--- src/rtl/glitch_sequencer_if.sv ---
// ---------------------------------------------------------------------------
// glitch_sequencer_if : control/config/status bundle for glitch_sequencer
// Rev 1.0
// ---------------------------------------------------------------------------
`default_nettype none

interface glitch_sequencer_if #(
  parameter int CNT_W = 16,
  parameter int REP_W = 8
);
  logic             arm;
  logic             abort;
  logic             trigger;
  logic [CNT_W-1:0] cfg_delay;
  logic [CNT_W-1:0] cfg_width;
  logic [CNT_W-1:0] cfg_gap;
  logic [REP_W-1:0] cfg_repeat;
  logic [7:0]       cfg_mode;
  logic             glitch_en;
  logic [7:0]       glitch_mode;
  logic             armed;
  logic             busy;
  logic             done;
  logic [REP_W-1:0] pulse_cnt;

  modport master (
    output arm, abort, trigger, cfg_delay, cfg_width, cfg_gap, cfg_repeat, cfg_mode,
    input  glitch_en, glitch_mode, armed, busy, done, pulse_cnt
  );

  modport slave (
    input  arm, abort, trigger, cfg_delay, cfg_width, cfg_gap, cfg_repeat, cfg_mode,
    output glitch_en, glitch_mode, armed, busy, done, pulse_cnt
  );
endinterface

`default_nettype wire

--- src/rtl/glitch_sequencer.sv ---
// ---------------------------------------------------------------------------
// glitch_sequencer : arm / trigger / delay / pulse / gap sequencer driving the
//                    clock-glitch mux en and mode inputs. Rev 1.0
// ---------------------------------------------------------------------------
`default_nettype none

module glitch_sequencer #(
  parameter int CNT_W = 16,
  parameter int REP_W = 8
) (
  input  wire logic           clk_in,
  input  wire logic           rst_n,
  glitch_sequencer_if.slave   bus
);

  typedef enum logic [2:0] {
    S_IDLE  = 3'd0,
    S_ARMED = 3'd1,
    S_DELAY = 3'd2,
    S_PULSE = 3'd3,
    S_GAP   = 3'd4
  } state_t;

  localparam logic [CNT_W-1:0] CNT_ONE = CNT_W'(1);
  localparam logic [REP_W-1:0] REP_ONE = REP_W'(1);
  localparam logic [REP_W-1:0] REP_MAX = {REP_W{1'b1}};

  state_t           state, state_nx;
  logic [CNT_W-1:0] cnt, cnt_nx;
  logic [REP_W-1:0] pulse_cnt_q, pulse_cnt_nx;
  logic             latch_cfg;
  logic             done_nx;
  logic             enter_pulse;

  logic [CNT_W-1:0] delay_q, width_q, gap_q;
  logic [REP_W-1:0] repeat_q;
  logic [7:0]       mode_q;

  logic             sync1, sync2, sync3;
  logic             trig_evt;

  logic             glitch_en_q;
  logic [7:0]       glitch_mode_q;
  logic             armed_q, busy_q, done_q;

  // Stages 1-2 resolve metastability; stage 3 only serves edge detection.
  always_ff @(posedge clk_in or negedge rst_n) begin
    if (!rst_n) begin
      sync1 <= 1'b0;
      sync2 <= 1'b0;
      sync3 <= 1'b0;
    end else begin
      sync1 <= bus.trigger;
      sync2 <= sync1;
      sync3 <= sync2;
    end
  end

  assign trig_evt = sync2 & ~sync3;

  // Zero width/gap/repeat are folded to 1 here so the FSM never sees them.
  always_ff @(posedge clk_in or negedge rst_n) begin
    if (!rst_n) begin
      delay_q  <= '0;
      width_q  <= CNT_ONE;
      gap_q    <= CNT_ONE;
      repeat_q <= REP_ONE;
      mode_q   <= 8'h00;
    end else if (latch_cfg) begin
      delay_q  <= bus.cfg_delay;
      width_q  <= (bus.cfg_width == '0) ? CNT_ONE : bus.cfg_width;
      gap_q    <= (bus.cfg_gap == '0) ? CNT_ONE : bus.cfg_gap;
      repeat_q <= (bus.cfg_repeat == '0) ? REP_ONE : bus.cfg_repeat;
      mode_q   <= bus.cfg_mode;
    end
  end

  always_comb begin
    state_nx     = state;
    cnt_nx       = cnt;
    pulse_cnt_nx = pulse_cnt_q;
    latch_cfg    = 1'b0;
    done_nx      = 1'b0;
    enter_pulse  = 1'b0;

    case (state)
      S_IDLE: begin
        if (bus.arm) begin
          state_nx     = S_ARMED;
          latch_cfg    = 1'b1;
          pulse_cnt_nx = '0;
        end
      end
      S_ARMED: begin
        if (trig_evt) begin
          if (delay_q == '0) begin
            enter_pulse = 1'b1;
          end else begin
            state_nx = S_DELAY;
            cnt_nx   = delay_q;
          end
        end
      end
      S_DELAY: begin
        if (cnt <= CNT_ONE) enter_pulse = 1'b1;
        else                cnt_nx      = cnt - CNT_ONE;
      end
      S_PULSE: begin
        if (cnt <= CNT_ONE) begin
          if (pulse_cnt_q >= repeat_q) begin
            state_nx = S_IDLE;
            done_nx  = 1'b1;
          end else begin
            state_nx = S_GAP;
            cnt_nx   = gap_q;
          end
        end else begin
          cnt_nx = cnt - CNT_ONE;
        end
      end
      S_GAP: begin
        if (cnt <= CNT_ONE) enter_pulse = 1'b1;
        else                cnt_nx      = cnt - CNT_ONE;
      end
      default: state_nx = S_IDLE;
    endcase

    if (enter_pulse) begin
      state_nx = S_PULSE;
      cnt_nx   = width_q;
      if (pulse_cnt_q != REP_MAX) pulse_cnt_nx = pulse_cnt_q + REP_ONE;
    end

    // Abort dominates everything, including a same-cycle arm.
    if (bus.abort) begin
      state_nx     = S_IDLE;
      cnt_nx       = cnt;
      pulse_cnt_nx = pulse_cnt_q;
      latch_cfg    = 1'b0;
      done_nx      = 1'b0;
    end
  end

  // Outputs are decoded from the next state so they line up with it.
  always_ff @(posedge clk_in or negedge rst_n) begin
    if (!rst_n) begin
      state         <= S_IDLE;
      cnt           <= '0;
      pulse_cnt_q   <= '0;
      glitch_en_q   <= 1'b0;
      glitch_mode_q <= 8'h00;
      armed_q       <= 1'b0;
      busy_q        <= 1'b0;
      done_q        <= 1'b0;
    end else begin
      state         <= state_nx;
      cnt           <= cnt_nx;
      pulse_cnt_q   <= pulse_cnt_nx;
      glitch_en_q   <= (state_nx == S_PULSE);
      glitch_mode_q <= (state_nx == S_PULSE) ? mode_q : 8'h00;
      armed_q       <= (state_nx == S_ARMED);
      busy_q        <= (state_nx != S_IDLE);
      done_q        <= done_nx;
    end
  end

  assign bus.glitch_en   = glitch_en_q;
  assign bus.glitch_mode = glitch_mode_q;
  assign bus.armed       = armed_q;
  assign bus.busy        = busy_q;
  assign bus.done        = done_q;
  assign bus.pulse_cnt   = pulse_cnt_q;

endmodule

`default_nettype wire

--- src/flat_wrapper.sv ---
// flat-port wrapper written by rule: the top's interface ports become plain ports
module glitch_sequencer_flat 
#(
  parameter int CNT_W = 16,
  parameter int REP_W = 8
)
  (clk_in, rst_n, bus_arm, bus_abort, bus_trigger, bus_cfg_delay, bus_cfg_width, bus_cfg_gap, bus_cfg_repeat, bus_cfg_mode, bus_glitch_en, bus_glitch_mode, bus_armed, bus_busy, bus_done, bus_pulse_cnt);
  glitch_sequencer_if #(.CNT_W(CNT_W), .REP_W(REP_W)) bus_i ();
  input  wire logic clk_in;
  input  wire logic rst_n;
  input wire logic [$bits(bus_i.arm)-1:0] bus_arm;
  input wire logic [$bits(bus_i.abort)-1:0] bus_abort;
  input wire logic [$bits(bus_i.trigger)-1:0] bus_trigger;
  input wire logic [$bits(bus_i.cfg_delay)-1:0] bus_cfg_delay;
  input wire logic [$bits(bus_i.cfg_width)-1:0] bus_cfg_width;
  input wire logic [$bits(bus_i.cfg_gap)-1:0] bus_cfg_gap;
  input wire logic [$bits(bus_i.cfg_repeat)-1:0] bus_cfg_repeat;
  input wire logic [$bits(bus_i.cfg_mode)-1:0] bus_cfg_mode;
  output wire logic [$bits(bus_i.glitch_en)-1:0] bus_glitch_en;
  output wire logic [$bits(bus_i.glitch_mode)-1:0] bus_glitch_mode;
  output wire logic [$bits(bus_i.armed)-1:0] bus_armed;
  output wire logic [$bits(bus_i.busy)-1:0] bus_busy;
  output wire logic [$bits(bus_i.done)-1:0] bus_done;
  output wire logic [$bits(bus_i.pulse_cnt)-1:0] bus_pulse_cnt;
  assign bus_i.arm = bus_arm;
  assign bus_i.abort = bus_abort;
  assign bus_i.trigger = bus_trigger;
  assign bus_i.cfg_delay = bus_cfg_delay;
  assign bus_i.cfg_width = bus_cfg_width;
  assign bus_i.cfg_gap = bus_cfg_gap;
  assign bus_i.cfg_repeat = bus_cfg_repeat;
  assign bus_i.cfg_mode = bus_cfg_mode;
  assign bus_glitch_en = bus_i.glitch_en;
  assign bus_glitch_mode = bus_i.glitch_mode;
  assign bus_armed = bus_i.armed;
  assign bus_busy = bus_i.busy;
  assign bus_done = bus_i.done;
  assign bus_pulse_cnt = bus_i.pulse_cnt;
  glitch_sequencer #(.CNT_W(CNT_W), .REP_W(REP_W)) u_core (.clk_in(clk_in), .rst_n(rst_n), .bus(bus_i));
endmodule
--- config.mk ---
export PLATFORM = sky130hd
export DESIGN_NAME = glitch_sequencer_flat
export DESIGN_NICKNAME = d
export VERILOG_FILES = /design/src/rtl/glitch_sequencer_if.sv /design/src/rtl/glitch_sequencer.sv /design/src/flat_wrapper.sv
export SDC_FILE = /design/constraint.sdc
export NUM_CORES = 1
export LEC_CHECK = 0
export BUFFER_PORTS_ARGS = -buffer_cell sky130_fd_sc_hd__buf_2
export CAP_MARGIN = 20
export CORE_ASPECT_RATIO = 1.2
export CORE_MARGIN = 5
export CORE_UTILIZATION = 25
export DETAILED_ROUTE_END_ITERATION = 12
export GPL_ROUTABILITY_DRIVEN = 0
export HOLD_SLACK_MARGIN = 0.06
export MAX_ROUTING_LAYER = met4
export SLEW_MARGIN = 20
export SYNTH_ARGS = -nofsm -noshare
export SYNTH_HDL_FRONTEND = slang
export SYNTH_SLANG_ARGS = --single-unit
--- constraint.sdc ---
create_clock -name clk_in -period 2.95 [get_ports clk_in]
set_input_delay 0.4425 -clock clk_in [delete_from_list [all_inputs] [get_ports clk_in]]
set_output_delay 0.4425 -clock clk_in [all_outputs]
set_load 0.01 [all_outputs]
==> results.tsv, run 1 <==
stage	metric	value	unit
sta	fmax	366	MHz
finish	fin nets	644	
sta	Final Hold Slack	0.147	ns
cts	CTS tree	built	
global_route	global-route wire length before repair	22100	um
sta	Max-slew headroom	54.2	%
sta	worst-margin pin slew	0.680	ns
routing	Vias/cell	4.70	
critical_path	CP most frequent cell	mux2_2	
critical_path	Req. time, crit path	3.19	ns
routing	via count	3946	
finish	number of fill cells	2202	
floorplanning	die width	142	um
yosys	Seq/Total Area, Yosys	50.9	%
placement	hpwl dp	10400	um
cts	total CTS buffers	9	
cts	CTS max path bufs	2	
finish	Antenna Cells	0	
finish	share of post-route cells with drive strength above 1	35.3	%
yosys	Distinct cells, synth	55	
routing	Pre-Repair DR Iteration Count	4	
global_route	largest net degree at the start of global routing	107	
routing	Antenna Nets Post-Route	0	
finish	Synth-to-Final Area Change	21.2	%
critical_path	crit path DAT	2.97	ns
critical_path	CP bufs+invs	1	
yosys	syn avg cell area	11.2	um^2
floorplanning	Core Region	0.0208	mm^2
critical_path	FF-to-FF path depth	8	
cts	# hold bufs at CTS	0	
critical_path	reg-to-reg setup timing slack	0.22	ns
sta	worst clock skew	0.00963	ns
critical_path	max incr delay on CP	0.46	ns
floorplanning	IO Pins	89	
pwr	VDD IR-drop max	304	uV
yosys	Synth Net Count	548	
floorplanning	# rows	58	
yosys	Post-Syn Instances	468	
yosys	Ys Warns	0	
sta	Final Hold Vio Count	0	
sta	Final Cycle Share	92.6	%
yosys	Synth Register Bits	106	
yosys	number of synthesized flops with an enable pin	0	
cts	Reg clk slew, reported paths	0.07	ns
sta	Worst Slack Setup Final	0.219	ns
hold_path	worst hold path class	input pin to async pin	
routing	WL/cell	16.6	um
yosys	leading area contributor after synthesis	dfrtp_1	
cts	clock sinks	106	
routing	final wirelength	13900	um
critical_path	Slowest cell on crit path	dfrtp_1	
floorplanning	Die H	168	um
yosys	main flop type after synthesis	dfrtp_1	
global_route	vias in the first global route	4155	
critical_path	worst path cell trace	nor4_4, nand2_2, or3_1, buf_4, o22ai_1, a21oi_1, mux2_2, mux2_2	
pwr	static leakage	2.78	nW
outcome	outcome	finished, final reports clean	
cts	htree depth	3	
cts	post-CTS sizing	0	
global_route	Global Route Usage Sum	12.2	%
sta	Sum Neg Setup Slack	0	ns
floorplanning	initial core utilization	25.2	%
cts	post-CTS setup buffers	0	
sta	Setup-failing EPs final	0	
pwr	power density over the cells	726	mW/mm^2
cts	Root Buffer	clkbuf_16	
critical_path	critical path startpoint category	register	
placement	Place WS	0.0496	ns
placement	port bufs	88	
run	max-cap viol count	0	
critical_path	Crit Path Max Fanout	13	
finish	Layout Utilization	30.5	%
critical_path	type of the worst setup path	register to register	
global_route	antenna violations before repair	0	
critical_path	crit end category	register	
sta	min cycle time layout	2.73	ns
critical_path	WP depth	8	
global_route	Overflow after GRT	0	
routing	Iteration-0 DRC Markers	191	
yosys	Mapped Area	0.00522	mm^2
floorplanning	die area	0.0239	mm^2
sta	Max Slew Vio Count	0	
yosys	Synth top area share	49.3	%
routing	Residual DRC	0	
cts	Skew-Pair Late Insertion Delay	0.35	ns
critical_path	critical path's top delay family	simple AND/OR/NAND/NOR gates	
yosys	top cells by area, synth	dfrtp_1 49%, mux2_2 14%, ha_1 2.6%	
yosys	async set-reset flop share out of synthesis	100	%
sta	RSZ-0062 raised after global routing	false	
## final timing paths
| check | from | to |
|---|---|---|
| max | u_core.cnt[7] | u_core.cnt[3] |
| min reg2reg | u_core.sync1 | u_core.sync2 |
| min | rst_n | u_core.bus.glitch_mode[2] |
| max reg2reg | u_core.cnt[7] | u_core.cnt[3] |
| min in group clk_in | bus_trigger | u_core.sync1 |
| max in group asynchronous | rst_n | u_core.delay_q[12] |
## sequential cells by signal, summed over array words and instances (netlist names)
register / cells
u_core.bus.done: 1
u_core.bus.pulse_cnt: 8
u_core.sync2: 1
u_core.gap_q: 16
u_core.width_q: 16
u_core.delay_q: 16
u_core.bus.armed: 1
u_core.cnt: 16
u_core.sync1: 1
u_core.bus.glitch_en: 1
u_core.mode_q: 8
u_core.bus.glitch_mode: 8
u_core.sync3: 1
u_core.state: 3
u_core.repeat_q: 8
u_core.bus.busy: 1
## cell usage after synthesis, drive strengths merged, types with 8 or more instances
cell type    n
nor2        35
inv         16
and2        10
nand3        8
ha          11
nand2       33
o22ai       11
nor4        15
dfrtp      103
mux2        68
o21ai       19
clkbuf      11
a21oi       20
nor3        23
## cells in the final DEF, fill, tap and decap left out, drive strengths merged, types with 8 or more instances in the layout
master  instances
o22ai          11
o21ai          19
nor3           23
nand3           8
and2           10
mux2           68
dfrtp         103
inv            17
nor2           35
clkbuf         13
nand2          33
buf           103
ha             11
nor4           15
a21oi          20
## where the power goes
group	internal, mW	total, mW	switching (mW)	leakage [nW]
combinational	0.654	1.20	0.549	1.36
sequential	1.85	2.22	0.377	1.30
clock	0.624	1.17	0.546	0.132
total	3.12	4.60	1.47	2.78
## layout make-up
class	instances	area, um^2	share of cell area (%)
multi-input cells	328	2430	38.3
repair buffers	103	568	8.97
clock buffers	13	260	4.11
clock inverters	3	23.8	0.375
inverters	16	60.1	0.948
flip-flops and latches	106	2660	41.9
well taps	270	338	5.33
## worst register-to-register path, stage by stage (launching register included)
cell and delay, ns:
dfrtp_1 0.46, nor4_4 0.46, nand2_2 0.16, or3_1 0.43, buf_4 0.21, o22ai_1 0.30
a21oi_1 0.06, mux2_2 0.27, mux2_2 0.26
## per-stage QoR
stage / instances / instance area [um^2] / total power [mW]
2_1_floorplan: 468 / 5220 / 3.02
3_3_place_gp: 823 / 6040 / 3.43
3_5_place_dp: 823 / 6040 / 3.47
4_1_cts: 839 / 6320 / 4.65
5_1_grt: 839 / 6330 / 4.87
6_report: 839 / 6330 / 4.60
## routing by layer
layer	track usage [%]	vias up	routed length, um
met1	14.3	1934	5980
met2	19.8	89	6860
met4	5.59	0	567
met5	-	-	0
li1	-	1892	-
met3	2.84	31	523
## kinds of logic after synthesis
group	count (synthesis)	synth area share (%)
XOR/XNOR	11	1.84
AO/OA/AOI/OAI	85	10.8
multiplexers	75	16.3
flip-flops	106	50.9
adder cells (fa/ha/maj)	11	2.63
buffers and inverters	34	2.99
AND/OR/NAND/NOR	146	14.6
(Power assumes the default switching activity.)
==> run 2, diff against run 1 <==
Settings changed: CORE_UTILIZATION 25 to 56, PLACE_DENSITY from default to 0.8.
==> run 2 against run 1 <==
Effect of this change:
- setup slack worse by 0.039 ns
- power shrank 6.1%
- critical path depth stayed put
- flip-flop and latch count is the same
- non-clock buffer count decreased by 3
- final cell count down 18%
- global-route usage grew 11 points
- clock power is 23% lower
- combinational power hardly changed
- via count rose by 2.2%
- maximum frequency fell by 1.4%
- register-to-register slack worse by 0.04 ns
- largest power group unchanged
==> results.tsv, run 2 (synthesis gave the netlist of run 1 again) <==
stage	metric	value	unit
placement	Placed Cells	670	
routing	Vias/cell	5.88	
pwr	static leakage	2.73	nW
finish	number of fill cells	681	
cts	CTS max path bufs	2	
floorplanning	die width	98.2	um
global_route	largest net degree at the start of global routing	56	
placement	port bufs	88	
sta	Sum Neg Setup Slack	0	ns
cts	Root Buffer	clkbuf_8	
global_route	antenna violations before repair	0	
finish	commonest non-fill, non-tap cell in the layout	dfrtp_1	
global_route	vias in the first global route	4171	
critical_path	critical path startpoint category	register	
placement	hpwl dp	9160	um
floorplanning	Die H	116	um
cts	clock sinks	106	
cts	post-CTS sizing	0	
floorplanning	# rows	38	
sta	Final Cycle Share	93.9	%
cts	# hold bufs at CTS	0	
run	max-cap viol count	0	
critical_path	Req. time, crit path	3.27	ns
critical_path	crit end category	register	
finish	Non-Filler Instances	686	
floorplanning	Core Region	0.00908	mm^2
routing	Pre-Repair DR Iteration Count	5	
routing	final wirelength	12000	um
cts	htree depth	3	
sta	fmax	361	MHz
sta	Max-slew headroom	54.6	%
sta	min cycle time layout	2.77	ns
routing	Iteration-0 DRC Markers	192	
critical_path	Crit Path Max Fanout	18	
global_route	Overflow after GRT	0	
cts	post-CTS setup buffers	0	
cts	Reg clk slew, reported paths	0.10	ns
critical_path	worst path cell trace	nor4_4, and2_1, and3_1, or2_2, nor3_1, a2111oi_0, buf_4, mux2_4	
routing	WL/cell	17.5	um
routing	Residual DRC	0	
global_route	global-route wire length before repair	19900	um
outcome	outcome	finished, final reports clean	
floorplanning	IO Pins	89	
pwr	power density over the cells	716	mW/mm^2
finish	Synth-to-Final Area Change	15.4	%
finish	Antenna Cells	0	
hold_path	worst hold path class	input pin to async pin	
cts	Skew-Pair Late Insertion Delay	0.38	ns
finish	share of post-route cells with drive strength above 1	35.3	%
finish	most frequent cells in the layout	103 x dfrtp_1, 87 x buf_2, 64 x mux2_2	
finish	Layout Utilization	66.4	%
sta	worst-margin pin slew	0.674	ns
global_route	Global Route Usage Sum	23.0	%
sta	worst clock skew	0.0142	ns
sta	RSZ-0062 raised after global routing	false	
sta	Setup-failing EPs final	0	
critical_path	max incr delay on CP	0.57	ns
finish	fin nets	641	
routing	Antenna Nets Post-Route	0	
placement	area post-placement	0.00583	mm^2
placement	Place WS	0.242	ns
pwr	VDD IR-drop max	395	uV
critical_path	Slowest cell on crit path	a2111oi_0	
floorplanning	initial core utilization	57.5	%
routing	via count	4031	
cts	CTS tree	built	
floorplanning	die area	0.0114	mm^2
critical_path	crit path DAT	3.09	ns
sta	Worst Slack Setup Final	0.180	ns
finish	fin area	0.00603	mm^2
cts	total CTS buffers	9	
sta	Final Hold Vio Count	0	
sta	Max Slew Vio Count	0	
critical_path	type of the worst setup path	register to register	
[run 2: cell count changes in the layout (fill, tap and decap cells not counted), sizes merged]
cell      change
clkbuf        -4
buf           -3
clkinv        +2
inv           +2
bufinv        +1
clkinvlp      -1
[run 2: layout make-up]
cell class | instances | area (um^2) | share of cell area (%)
sequential | 106 | 2660 | 44.1
multi-input combinational | 328 | 2420 | 40.1
timing repair buffer | 100 | 546 | 9.05
tap | 120 | 150 | 2.49
clock buffer | 9 | 124 | 2.05
clock inverter | 7 | 73.8 | 1.22
inverter | 16 | 60.1 | 0.996
[run 2: path summary, 6_finish.rpt]
check | startpoint | to | slack [ns] | cells past startpoint
setup / recovery | u_core.cnt[4] | u_core.cnt[15] | 0.18 | 8
hold / removal | rst_n | u_core.mode_q[4] | 0.09 | 1
setup reg to reg | u_core.cnt[4] | u_core.cnt[15] | 0.18 | 8
hold reg to reg | u_core.sync1 | u_core.sync2 | 0.35 | 0
max in group asynchronous | rst_n | u_core.gap_q[0] | 2.11 | 2
min in group clk_in | bus_trigger | u_core.sync1 | 0.18 | 1
[run 2: layer usage]
| metal | up-vias | wire length [um] | track usage, % |
|---|---|---|---|
| met2 | 150 | 5910 | 37.2 |
| met5 | - | 0 | - |
| met3 | 52 | 650 | 4.39 |
| li1 | 1885 | - | - |
| met4 | 0 | 720 | 14.3 |
| met1 | 1944 | 4760 | 26.5 |
[run 2: power by group]
part           leakage [nW]  total [mW]  switching [mW]  internal (mW)
Combinational          1.34        1.19           0.547          0.643
Sequential             1.30        2.22           0.378           1.84
Clock                 0.100       0.906           0.507          0.399
[run 2: critical path: cells and delay by family, from the launching register on]
kind	cells	cell delay [ns]
mux	1	0.13
flops	1	0.47
simple gates	5	1.35
compound gates	1	0.57
buf+inv	1	0.20
[run 2: stage by stage]
stage / hold slack (ns) / power, mW
6_report: 0.0937 / 4.32
5_1_grt: 0.137 / 4.57
4_1_cts: 0.115 / 4.34
3_5_place_dp: 0.340 / 3.43
3_3_place_gp: 0.338 / 3.36
2_1_floorplan: 0.147 / 3.02
